## config.mk

```make
export PLATFORM = sky130hd
export DESIGN_NAME = interrupt_arbiter_flat
export DESIGN_NICKNAME = d
export VERILOG_FILES = /design/src/rtl/pic_pkg.sv /design/src/rtl/interrupt_arbiter_if.sv /design/src/rtl/pic_priority_resolver.sv /design/src/rtl/interrupt_arbiter.sv /design/src/flat_wrapper.sv
export SDC_FILE = /design/constraint.sdc
export NUM_CORES = 1
export LEC_CHECK = 0
export ABC_AREA = 1
export BUFFER_PORTS_ARGS = -buffer_cell sky130_fd_sc_hd__buf_4
export CAP_MARGIN = 10
export CORE_MARGIN = 5
export CORE_UTILIZATION = 51
export DETAILED_ROUTE_END_ITERATION = 10
export HOLD_SLACK_MARGIN = 0.05
export PLACE_DENSITY = 0.86
export SLEW_MARGIN = 20
export SYNTH_ARGS = -nofsm -noshare
export SYNTH_HDL_FRONTEND = slang
export SYNTH_SLANG_ARGS = --single-unit
```

## constraint.sdc

```tcl
create_clock -name clk -period 3.6 [get_ports clk]
set_input_delay 0.18 -clock clk [delete_from_list [all_inputs] [get_ports clk]]
set_output_delay 0.18 -clock clk [all_outputs]
set_load 0.05 [all_outputs]
```

## src/rtl/pic_pkg.sv

```systemverilog
// pic_pkg: FSM state encodings, OCW2 command codes and rotating-priority rank helper shared by the arbiter
package pic_pkg;

    typedef enum logic [1:0] {
        IDLE = 2'b00,
        ACK1 = 2'b01,
        ACK2 = 2'b11
    } state_e;

    typedef enum logic [2:0] {
        OCW_CLR_ROT    = 3'b000,
        OCW_NS_EOI     = 3'b001,
        OCW_NOP        = 3'b010,
        OCW_S_EOI      = 3'b011,
        OCW_SET_ROT    = 3'b100,
        OCW_ROT_NS_EOI = 3'b101,
        OCW_SET_PRIO   = 3'b110,
        OCW_ROT_S_EOI  = 3'b111
    } ocw2_cmd_e;

    function automatic logic [2:0] prio_rank(input logic [2:0] lvl, input logic [2:0] lp);
        return lvl - lp - 3'd1;
    endfunction

endpackage

```

## src/rtl/interrupt_arbiter_if.sv

```systemverilog
// interrupt_arbiter_if: request, mask, OCW2, acknowledge and vector bus of the interrupt arbiter
interface interrupt_arbiter_if;
    logic [7:0] ir;
    logic [7:0] imr;
    logic       ltim;
    logic       aeoi;
    logic [4:0] vec_base;
    logic       ocw2_wr;
    logic [7:0] ocw2;
    logic       inta_n;
    logic       int_out;
    logic [7:0] data_out;
    logic       data_oe;
    logic [7:0] irr;
    logic [7:0] isr;

    modport master (
        output ir, imr, ltim, aeoi, vec_base, ocw2_wr, ocw2, inta_n,
        input  int_out, data_out, data_oe, irr, isr
    );

    modport slave (
        input  ir, imr, ltim, aeoi, vec_base, ocw2_wr, ocw2, inta_n,
        output int_out, data_out, data_oe, irr, isr
    );
endinterface

```

## src/rtl/pic_priority_resolver.sv

```systemverilog
// pic_priority_resolver: highest-priority set bit of req_i when lp_i is the lowest-priority level
module pic_priority_resolver (
    input  logic [7:0] req_i,
    input  logic [2:0] lp_i,
    output logic       valid_o,
    output logic [2:0] idx_o
);
    assign valid_o = |req_i;

    // Scan from lowest to highest priority so the last hit is the winner
    always_comb begin
        idx_o = 3'd0;
        for (int k = 7; k >= 0; k--)
            if (req_i[lp_i + 3'(k + 1)]) idx_o = lp_i + 3'(k + 1);
    end
endmodule

```

## src/rtl/interrupt_arbiter.sv

```systemverilog
// interrupt_arbiter: 8-level rotating-priority interrupt arbiter with two-pulse INTA vector delivery
module interrupt_arbiter
    import pic_pkg::*;
(
    input  logic               clk,
    input  logic               rst,
    interrupt_arbiter_if.slave bus
);
    state_e     state_q, state_d;
    ocw2_cmd_e  cmd;
    logic [7:0] ir_q, irr_q, irr_d, isr_q, isr_d, set_m, clr_m, irr_in;
    logic [2:0] lp_q, lp_d, win_q, win_d, cand, isr_hi, lvl;
    logic       inta_q, int_q, int_d, rot_q, rot_d, spur_q, spur_d;
    logic       cand_v, isr_v, fall, rise, ack, done, aeoi_clr, pend, oe, ns_eoi, s_eoi;
    logic       unused_ocw2;

    pic_priority_resolver u_cand (.req_i(irr_q & ~bus.imr), .lp_i(lp_q), .valid_o(cand_v), .idx_o(cand));
    pic_priority_resolver u_isr  (.req_i(isr_q), .lp_i(lp_q), .valid_o(isr_v), .idx_o(isr_hi));

    assign cmd         = ocw2_cmd_e'(bus.ocw2[7:5]);
    assign lvl         = bus.ocw2[2:0];
    assign unused_ocw2 = ^bus.ocw2[4:3];
    assign fall        = inta_q & ~bus.inta_n;
    assign rise        = ~inta_q & bus.inta_n;
    assign ack         = (state_q == IDLE) & fall;
    assign done        = (state_q == ACK2) & rise;
    assign aeoi_clr    = done & bus.aeoi & ~spur_q;
    assign ns_eoi      = bus.ocw2_wr & isr_v & (cmd inside {OCW_NS_EOI, OCW_ROT_NS_EOI});
    assign s_eoi       = bus.ocw2_wr & (cmd inside {OCW_S_EOI, OCW_ROT_S_EOI});
    assign pend        = cand_v & (~isr_v | (prio_rank(cand, lp_q) < prio_rank(isr_hi, lp_q)));

    // Setting after clearing lets an acknowledge beat an EOI aimed at the same bit
    assign set_m  = (ack & cand_v) ? 8'b1 << cand : 8'h00;
    assign clr_m  = (aeoi_clr ? 8'b1 << win_q : 8'h00) | (ns_eoi ? 8'b1 << isr_hi : 8'h00) |
                    (s_eoi ? 8'b1 << lvl : 8'h00);
    assign irr_in = bus.ltim ? bus.ir : irr_q | (bus.ir & ~ir_q);
    assign irr_d  = irr_in & ~set_m;
    assign isr_d  = (isr_q & ~clr_m) | set_m;
    assign win_d  = ack ? (cand_v ? cand : 3'd7) : win_q;
    assign spur_d = ack ? ~cand_v : spur_q;
    assign int_d  = pend & ~ack;
    assign lp_d   = (ns_eoi & (cmd == OCW_ROT_NS_EOI)) ? isr_hi :
                    (bus.ocw2_wr & (cmd inside {OCW_ROT_S_EOI, OCW_SET_PRIO})) ? lvl :
                    (aeoi_clr & rot_q) ? win_q : lp_q;
    assign rot_d  = (bus.ocw2_wr & (cmd == OCW_SET_ROT)) |
                    (rot_q & ~(bus.ocw2_wr & (cmd == OCW_CLR_ROT)));

    always_comb begin
        state_d = state_q;
        case (state_q)
            IDLE:    state_d = fall ? ACK1 : IDLE;
            ACK1:    state_d = fall ? ACK2 : ACK1;
            ACK2:    state_d = rise ? IDLE : ACK2;
            default: state_d = IDLE;
        endcase
    end

    always_ff @(posedge clk or posedge rst) begin
        if (rst) begin
            state_q <= IDLE;
            ir_q    <= 8'h00;
            irr_q   <= 8'h00;
            isr_q   <= 8'h00;
            lp_q    <= 3'd7;
            win_q   <= 3'd0;
            inta_q  <= 1'b1;
            int_q   <= 1'b0;
            rot_q   <= 1'b0;
            spur_q  <= 1'b0;
        end else begin
            state_q <= state_d;
            ir_q    <= bus.ir;
            irr_q   <= irr_d;
            isr_q   <= isr_d;
            lp_q    <= lp_d;
            win_q   <= win_d;
            inta_q  <= bus.inta_n;
            int_q   <= int_d;
            rot_q   <= rot_d;
            spur_q  <= spur_d;
        end
    end

    assign oe           = (state_q == ACK2) & ~bus.inta_n;
    assign bus.data_oe  = oe;
    assign bus.data_out = oe ? {bus.vec_base, win_q} : 8'h00;
    assign bus.int_out  = int_q;
    assign bus.irr      = irr_q;
    assign bus.isr      = isr_q;
endmodule
```

## src/flat_wrapper.sv

```systemverilog
// flat-port wrapper written by rule: the top's interface ports become plain ports
module interrupt_arbiter_flat import pic_pkg::*;
  (clk, rst, bus_ir, bus_imr, bus_ltim, bus_aeoi, bus_vec_base, bus_ocw2_wr, bus_ocw2, bus_inta_n, bus_int_out, bus_data_out, bus_data_oe, bus_irr, bus_isr);
  interrupt_arbiter_if bus_i ();
  input  logic clk;
  input  logic rst;
  input wire logic [$bits(bus_i.ir)-1:0] bus_ir;
  input wire logic [$bits(bus_i.imr)-1:0] bus_imr;
  input wire logic [$bits(bus_i.ltim)-1:0] bus_ltim;
  input wire logic [$bits(bus_i.aeoi)-1:0] bus_aeoi;
  input wire logic [$bits(bus_i.vec_base)-1:0] bus_vec_base;
  input wire logic [$bits(bus_i.ocw2_wr)-1:0] bus_ocw2_wr;
  input wire logic [$bits(bus_i.ocw2)-1:0] bus_ocw2;
  input wire logic [$bits(bus_i.inta_n)-1:0] bus_inta_n;
  output wire logic [$bits(bus_i.int_out)-1:0] bus_int_out;
  output wire logic [$bits(bus_i.data_out)-1:0] bus_data_out;
  output wire logic [$bits(bus_i.data_oe)-1:0] bus_data_oe;
  output wire logic [$bits(bus_i.irr)-1:0] bus_irr;
  output wire logic [$bits(bus_i.isr)-1:0] bus_isr;
  assign bus_i.ir = bus_ir;
  assign bus_i.imr = bus_imr;
  assign bus_i.ltim = bus_ltim;
  assign bus_i.aeoi = bus_aeoi;
  assign bus_i.vec_base = bus_vec_base;
  assign bus_i.ocw2_wr = bus_ocw2_wr;
  assign bus_i.ocw2 = bus_ocw2;
  assign bus_i.inta_n = bus_inta_n;
  assign bus_int_out = bus_i.int_out;
  assign bus_data_out = bus_i.data_out;
  assign bus_data_oe = bus_i.data_oe;
  assign bus_irr = bus_i.irr;
  assign bus_isr = bus_i.isr;
  interrupt_arbiter u_core (.clk(clk), .rst(rst), .bus(bus_i));
endmodule
```

==> results of run 1 <==
-- synthesized netlist by cell type, types with 2 or more instances --
| master | instances | area share |
|---|---|---|
| nand3_2 | 7 | 0.021 |
| xor2_1 | 2 | 0.0054 |
| inv_2 | 6 | 0.0069 |
| ha_1 | 6 | 0.023 |
| clkinv_1 | 2 | 0.0023 |
| buf_4 | 4 | 0.0092 |
| dfstp_2 | 4 | 0.032 |
| nand2_1 | 132 | 0.15 |
| nand2_4 | 4 | 0.014 |
| nor3_1 | 2 | 0.0031 |
| buf_6 | 3 | 0.010 |
| xnor2_1 | 2 | 0.0054 |
| nand4_1 | 2 | 0.0038 |
| a221oi_1 | 2 | 0.0054 |
| buf_2 | 3 | 0.0046 |
| xor2_4 | 2 | 0.017 |
| a21oi_1 | 21 | 0.032 |
| a22oi_1 | 9 | 0.021 |
| inv_1 | 64 | 0.073 |
| fa_1 | 2 | 0.012 |
| a41oi_1 | 7 | 0.019 |
| inv_4 | 3 | 0.0057 |
| nor2_1 | 34 | 0.039 |
| nor4_1 | 2 | 0.0038 |
| dfrtp_1 | 32 | 0.24 |
| nand3_1 | 92 | 0.14 |
| a21oi_2 | 3 | 0.0080 |
| o22ai_1 | 4 | 0.0076 |
| o21ai_0 | 13 | 0.020 |
| o21ai_1 | 2 | 0.0031 |
| nand2_2 | 13 | 0.025 |
-- per-stage QoR --
step / instances / worst slack [ps] / hold WS (ps) / cell area [um2] / utilization
2_1_floorplan: 495 / 17.4 / 184 / 3320 / -
3_3_place_gp: 639 / 22.1 / 301 / 3920 / 0.620
3_5_place_dp: 639 / -60.1 / 301 / 3920 / 0.620
4_1_cts: 662 / 18.5 / 162 / 4160 / 0.659
5_1_grt: 675 / -175 / 158 / 4450 / 0.705
6_report: 675 / 4.09 / 169 / 4450 / 0.705
-- sequential cells by signal (all words and copies together) (netlist names) --
name and flops:
u_core.spur_q 1, u_core.bus.int_out 1, u_core.rot_q 1, u_core.bus.irr 8, u_core.bus.isr 8, u_core.state_q 2, u_core.ir_q 8, u_core.win_q 3
u_core.lp_q 3, u_core.inta_q 1
-- area by class of cell --
type                       instances  area, um2  area share
sequential                        36        906       0.203
inverter                          76        302      0.0677
timing repair inverter             1       6.26     0.00140
timing repair buffer             105        837       0.188
multi-input combinational        372       2220       0.498
tap                               77       96.3      0.0216
clock inverter                     3       18.8     0.00421
clock buffer                       5       68.8      0.0155
-- critical path, cell delays in order, from the launching register on --
cell	delay, ps
dfstp_2	590
inv_4	50
ha_4	360
buf_8	160
nand3_4	80
nand3_2	100
nand2_2	70
inv_1	80
nand2_1	50
nand2_1	50
nand2_1	50
nand2_1	50
nand2_1	50
nand2_2	70
nand2_4	60
ha_4	160
fa_2	400
xnor2_2	150
xor2_1	160
ha_1	330
a21oi_2	160
a22oi_2	110
nor3_2	180
-- logic make-up (layout without fill, tap and decap cells) --
kind of cell	Yosys count	count (layout)	share of synthesized area
XOR/XNOR	8	8	0.0375
adder cells (fa/ha/maj)	8	8	0.0352
buffers and inverters	87	190	0.115
flip-flops	36	36	0.277
AND/OR/NAND/NOR	291	291	0.409
AO/OA/AOI/OAI	64	64	0.123
multiplexers	1	1	0.00344
-- per-layer routing --
| metal | vias up | share of wire |
|---|---|---|
| li1 | 1828 | - |
| met1 | 1741 | 0.38 |
| met2 | 222 | 0.50 |
| met3 | 46 | 0.075 |
| met4 | 0 | 0.041 |
| met5 | - | 0 |
-- timing repair --
item / 4_1_cts / 5_1_grt
pin swaps: 1 / 19
resized for setup: 4 / 42
setup buffers: 5 / 12
setup endpoints to repair: 1 / 1
endpoints found under the hold margin: 41 / 0
gates cloned: 0 / 1
hold buffers: 10 / 0
-- placed cells by master (no fill, tap or decap), drive strengths merged, types with 7 or more instances in the layout --
| cell type | n |
|---|---|
| a21oi | 24 |
| a22oi | 9 |
| a41oi | 7 |
| buf | 95 |
| dfrtp | 32 |
| dlygate4sd3 | 10 |
| inv | 74 |
| nand2 | 149 |
| nand3 | 99 |
| nor2 | 36 |
| o21ai | 16 |
-- path summary, 6_finish.rpt --
path                                       to  slack [ps]
setup reg to reg           u_core.bus.int_out           4
setup / recovery           u_core.bus.int_out           4
min in group asynchronous   u_core.bus.irr[7]         540
hold reg to reg             u_core.state_q[0]         530
max in group asynchronous      u_core.lp_q[0]        2710
hold / removal                   u_core.rot_q         170
==> summary.md, run 1 <==
| Metric | Value |
|---|---|
| Hold Path Origin | bus_ocw2[7] |
| Syn. warnings | 0 |
| CTS tree | done |
| Met1 Use GR | 0.293 |
| Die ar. | 8120 um2 |
| Clk_lat worst skew | 290 ps |
| Synth Cell Area | 3270 um2 |
| # DRC | 0 |
| TNS Setup | 0 ps |
| Sequential-to-total area share from yosys stat | 0.277 |
| Die width | 90.1 um |
| Met3 usage | 0.0359 |
| Worst Skew | 9.37 ps |
| Startpoint Class | register |
| Slew @ Worst Pin | 660 ps |
| Clock Pin Slew Worst Setup and Hold Paths | 80 ps |
| Port Buffer Count | 58 |
| Post-Syn Area per Cell | 6.61 um2 |
| Gate Count Post-Synth | 495 |
| Hold Vio Cnt, Final | 0 |
| Fraction of layout cells with a size suffix above 1 | 0.314 |
| Post-DRT Antenna Nets | 0 |
| Area Growth Syn to Fin | 36.0% |
| CP startpoint | u_core.lp_q[0] |
| Vias/cell | 5.68 |
| Worst Setup Path Type | register to register |
| Gr busiest metal | met2 |
| Crit end category | register |
| Final worst-path cycle share | 0.999 |
| Hold depth | 2 |
| Max Slew Vio Count | 0 |
| Routed WL per cell | 15.5 um |
| Worst Hold Class | input pin to register |
| Critical path data required time | 3820 ps |
| Status | finished clean |
| Initial antenna violation count | 0 |
| Post-synth cell types | 42 |
| Ys async rst share | 1.00 |
| First-pass GRT wire length | 16400 um |
| Max Cap Viol | 0 |
| Unrepaired setup endpoints after global routing | yes |
| Crit-path max FO | 8 |
| Largest net degree at the start of global routing | 37 |
| Total GRT Usage | 0.239 |
| Synth Register Bits | 36 |
| Setup violators final | 0 |
| ANT cells | 0 |
| Initial Util | 0.518 |
| Clock Tree Buf Depth | 2 |
| Primary FF master, synth | dfrtp_1 |
| Die height | 90.1 um |
| H-tree Lvls | 2 |
| Placer's final routability congestion estimate | 0.933 |
| Initial DRT Pass Iterations | 5 |
| Clock sink total | 36 |
| Global route overflow | 0 |
| Post-DP HPWL | 7540 um |
| Vias in the first global route | 3655 |
| Via count | 3837 |
| M2 GR Usage | 0.409 |
| Final-stage net count | 640 |
| I/O Pins | 61 |
| Slew margin rel. | 0.556 |
| Fill count | 508 |
| Fin crit period | 3600 ps |
| Post-synth EDFFs | 0 |
| Max Fclk | 278 MHz |
| Rows | 29 |
| Worst r2r src | u_core.lp_q[0] |
| Worst EP arrival | 3820 ps |
| CTS root buf | clkbuf_8 |
| Post-synthesis net count | 538 |
| Core area | 6310 um2 |
| Routed wire length | 10500 um |
| Initial DRC count | 251 |
| Total CTS buffers | 5 |
| Cells on worst reg2reg path | 22 |
Power of run 1 is not shown: default switching activity piles up to over one toggle a cycle in this logic, so the estimate is an artifact.
==> inputs of run 2 (changes only) <==
CORE_UTILIZATION = 61   (was 51)
PLACE_DENSITY = 0.95   (was 0.86)
clock period = 4.4 ns   (was 3.6 ns; I/O delays follow)
==> summary.md, run 2 (synthesis results as in run 1) <==
| Metric | Value |
|---|---|
| Critical Path Stages | 22 |
| Setup violators final | 0 |
| Core area | 5170 um2 |
| Placed Area | 3760 um2 |
| H-tree Lvls | 2 |
| CP max stage delay | 560 ps |
| Final worst-path cycle share | 0.941 |
| Post-DRT Antenna Nets | 0 |
| Die height | 83.3 um |
| Startpoint Class | register |
| Final cell count without fillers | 636 |
| TNS Setup | 0 ps |
| Clock sink total | 36 |
| Commonest non-fill, non-tap cell in the layout | nand2_1 |
| Largest net degree at the start of global routing | 37 |
| Slew @ Worst Pin | 645 ps |
| Post-route cell area | 3950 um2 |
| Vias in the first global route | 3770 |
| Area Growth Syn to Fin | 20.8% |
| First-pass GRT wire length | 17300 um |
| Placer's final routability congestion estimate | 0.967 |
| Crit-path max FO | 24 |
| Die width | 83.3 um |
| Rows | 26 |
| Port Buffer Count | 58 |
| Worst-path cell chain | inv_4 > ha_1 > inv_1 > nand3_1 > nand3_1 > nand2_2 > inv_1 > nand2_1 > nand2_1 > nand2_1 > nand2_1 > nand2_1 > nand2_2 > nand2_4 > ha_1 > fa_1 > xnor2_1 > xor2_1 > ha_1 > a21oi_1 > a22oi_1 > nor3_1 |
| Fraction of layout cells with a size suffix above 1 | 0.212 |
| Cts repair resizes | 0 |
| Worst Hold Class | input pin to register |
| CP Buf/Inv Count | 3 |
| Area occupied by registers | 906 um2 |
| Crit-path slowest cell | dfstp_2 |
| Crit end category | register |
| Critical path data required time | 4610 ps |
| Critical path's most frequent cell | nand2_1 |
| Initial DRC count | 620 |
| Routed WL per cell | 16.4 um |
| Die ar. | 6930 um2 |
| CTS tree | done |
| Hold depth | 2 |
| Global route overflow | 0 |
| Clk_lat worst skew | 310 ps |
| Inst Count DP | 618 |
| Hold Vio Cnt, Final | 0 |
| Initial antenna violation count | 0 |
| ANT cells | 0 |
| Max Fclk | 241 MHz |
| Clock Pin Slew Worst Setup and Hold Paths | 70 ps |
| Via count | 3896 |
| Initial Util | 0.633 |
| Worst Skew | 11.2 ps |
| Delay-heaviest family, CP | adder cells |
| Clock Tree Buf Depth | 2 |
| Final-stage net count | 608 |
| Vias/cell | 6.13 |
| Routed wire length | 10500 um |
| Fill count | 339 |
| Cells on worst reg2reg path | 22 |
| Worst Setup Path Type | register to register |
| # DRC | 0 |
| Status | finished clean |
| Multi-input gate area | 1990 um2 |
| Slew margin rel. | 0.567 |
| CTS root buf | clkbuf_8 |
| Post-DP HPWL | 7220 um |
| Total CTS buffers | 5 |
| Max Slew Vio Count | 0 |
| Fin crit period | 4140 ps |
| Initial DRT Pass Iterations | 6 |
| Max Cap Viol | 0 |
| Most frequent cells in the layout | 132 x nand2_1, 92 x nand3_1, 64 x inv_1, 64 x buf_4, 34 x nor2_1 |
| Unrepaired setup endpoints after global routing | no |
| Total GRT Usage | 0.299 |
| Worst EP arrival | 4350 ps |
| I/O Pins | 61 |
==> run 2: cell types whose count changed in the layout (fill, tap and decap cells not counted), moves of 2 or more <==
cell      before  now
a21oi_1       19   21
a21oi_2        5    3
buf_4         92   64
clkinv_2       3    1
ha_1           3    6
ha_4           3    0
inv_1         61   64
inv_2          8    6
nand2_1      126  132
nand2_2       18   13
nand3_1       76   92
nand3_2       18    7
nand3_4        5    0
==> run 2: path summary, 6_finish.rpt <==
| kind | startpoint | end | slack, ps |
|---|---|---|---|
| min reg2reg | u_core.rot_q | u_core.rot_q | 550 |
| max in group asynchronous | rst | u_core.lp_q[1] | 3460 |
| min in group asynchronous | rst | u_core.bus.irr[2] | 580 |
| max | u_core.lp_q[0] | u_core.bus.int_out | 260 |
| max reg2reg | u_core.lp_q[0] | u_core.bus.int_out | 260 |
| min | bus_ocw2[7] | u_core.rot_q | 180 |
==> run 2: timing repair <==
item / 4_1_cts / 5_1_grt
setup buffers: 0 / 0
endpoints found under the hold margin: 40 / 1
hold buffers: 9 / 1
==> run 2: through the flow <==
| step | hold WS [ps] | utilization | setup WS (ps) |
|---|---|---|---|
| 2_1_floorplan | 224 | - | 575 |
| 3_3_place_gp | 340 | 0.727 | 445 |
| 3_5_place_dp | 341 | 0.727 | 324 |
| 4_1_cts | 54.7 | 0.762 | 306 |
| 5_1_grt | 179 | 0.764 | 1.20 |
| 6_report | 184 | 0.764 | 258 |
==> run 2: final cells by class <==
class | count | area share
Timing Repair Buffer | 74 | 0.147
Clock inverter | 1 | 0.00190
Sequential cell | 36 | 0.229
Inverter | 76 | 0.0744
Tap cell | 70 | 0.0222
Multi-Input combinational cell | 372 | 0.504
Clock buffer | 7 | 0.0218
==> run 2: layer usage <==
layer	wire [um]	track usage	vias up
met2	5150	0.533	305
met1	3800	0.356	1768
met4	392	0.113	0
li1	-	-	1764
met3	1110	0.0535	59
met5	0	0	-
==> run 2: worst register-to-register path, cell delays in order, from the launching register on <==
cell and delay (ps):
dfstp_2 560, inv_4 110, ha_1 330, inv_1 390, nand3_1 200, nand3_1 170, nand2_2 90, inv_1 70
nand2_1 50, nand2_1 50, nand2_1 40, nand2_1 50, nand2_1 60, nand2_2 70, nand2_4 100, ha_1 230
fa_1 380, xnor2_1 150, xor2_1 170, ha_1 290, a21oi_1 140, a22oi_1 100, nor3_1 230
Power of run 2 is left out for the same reason.
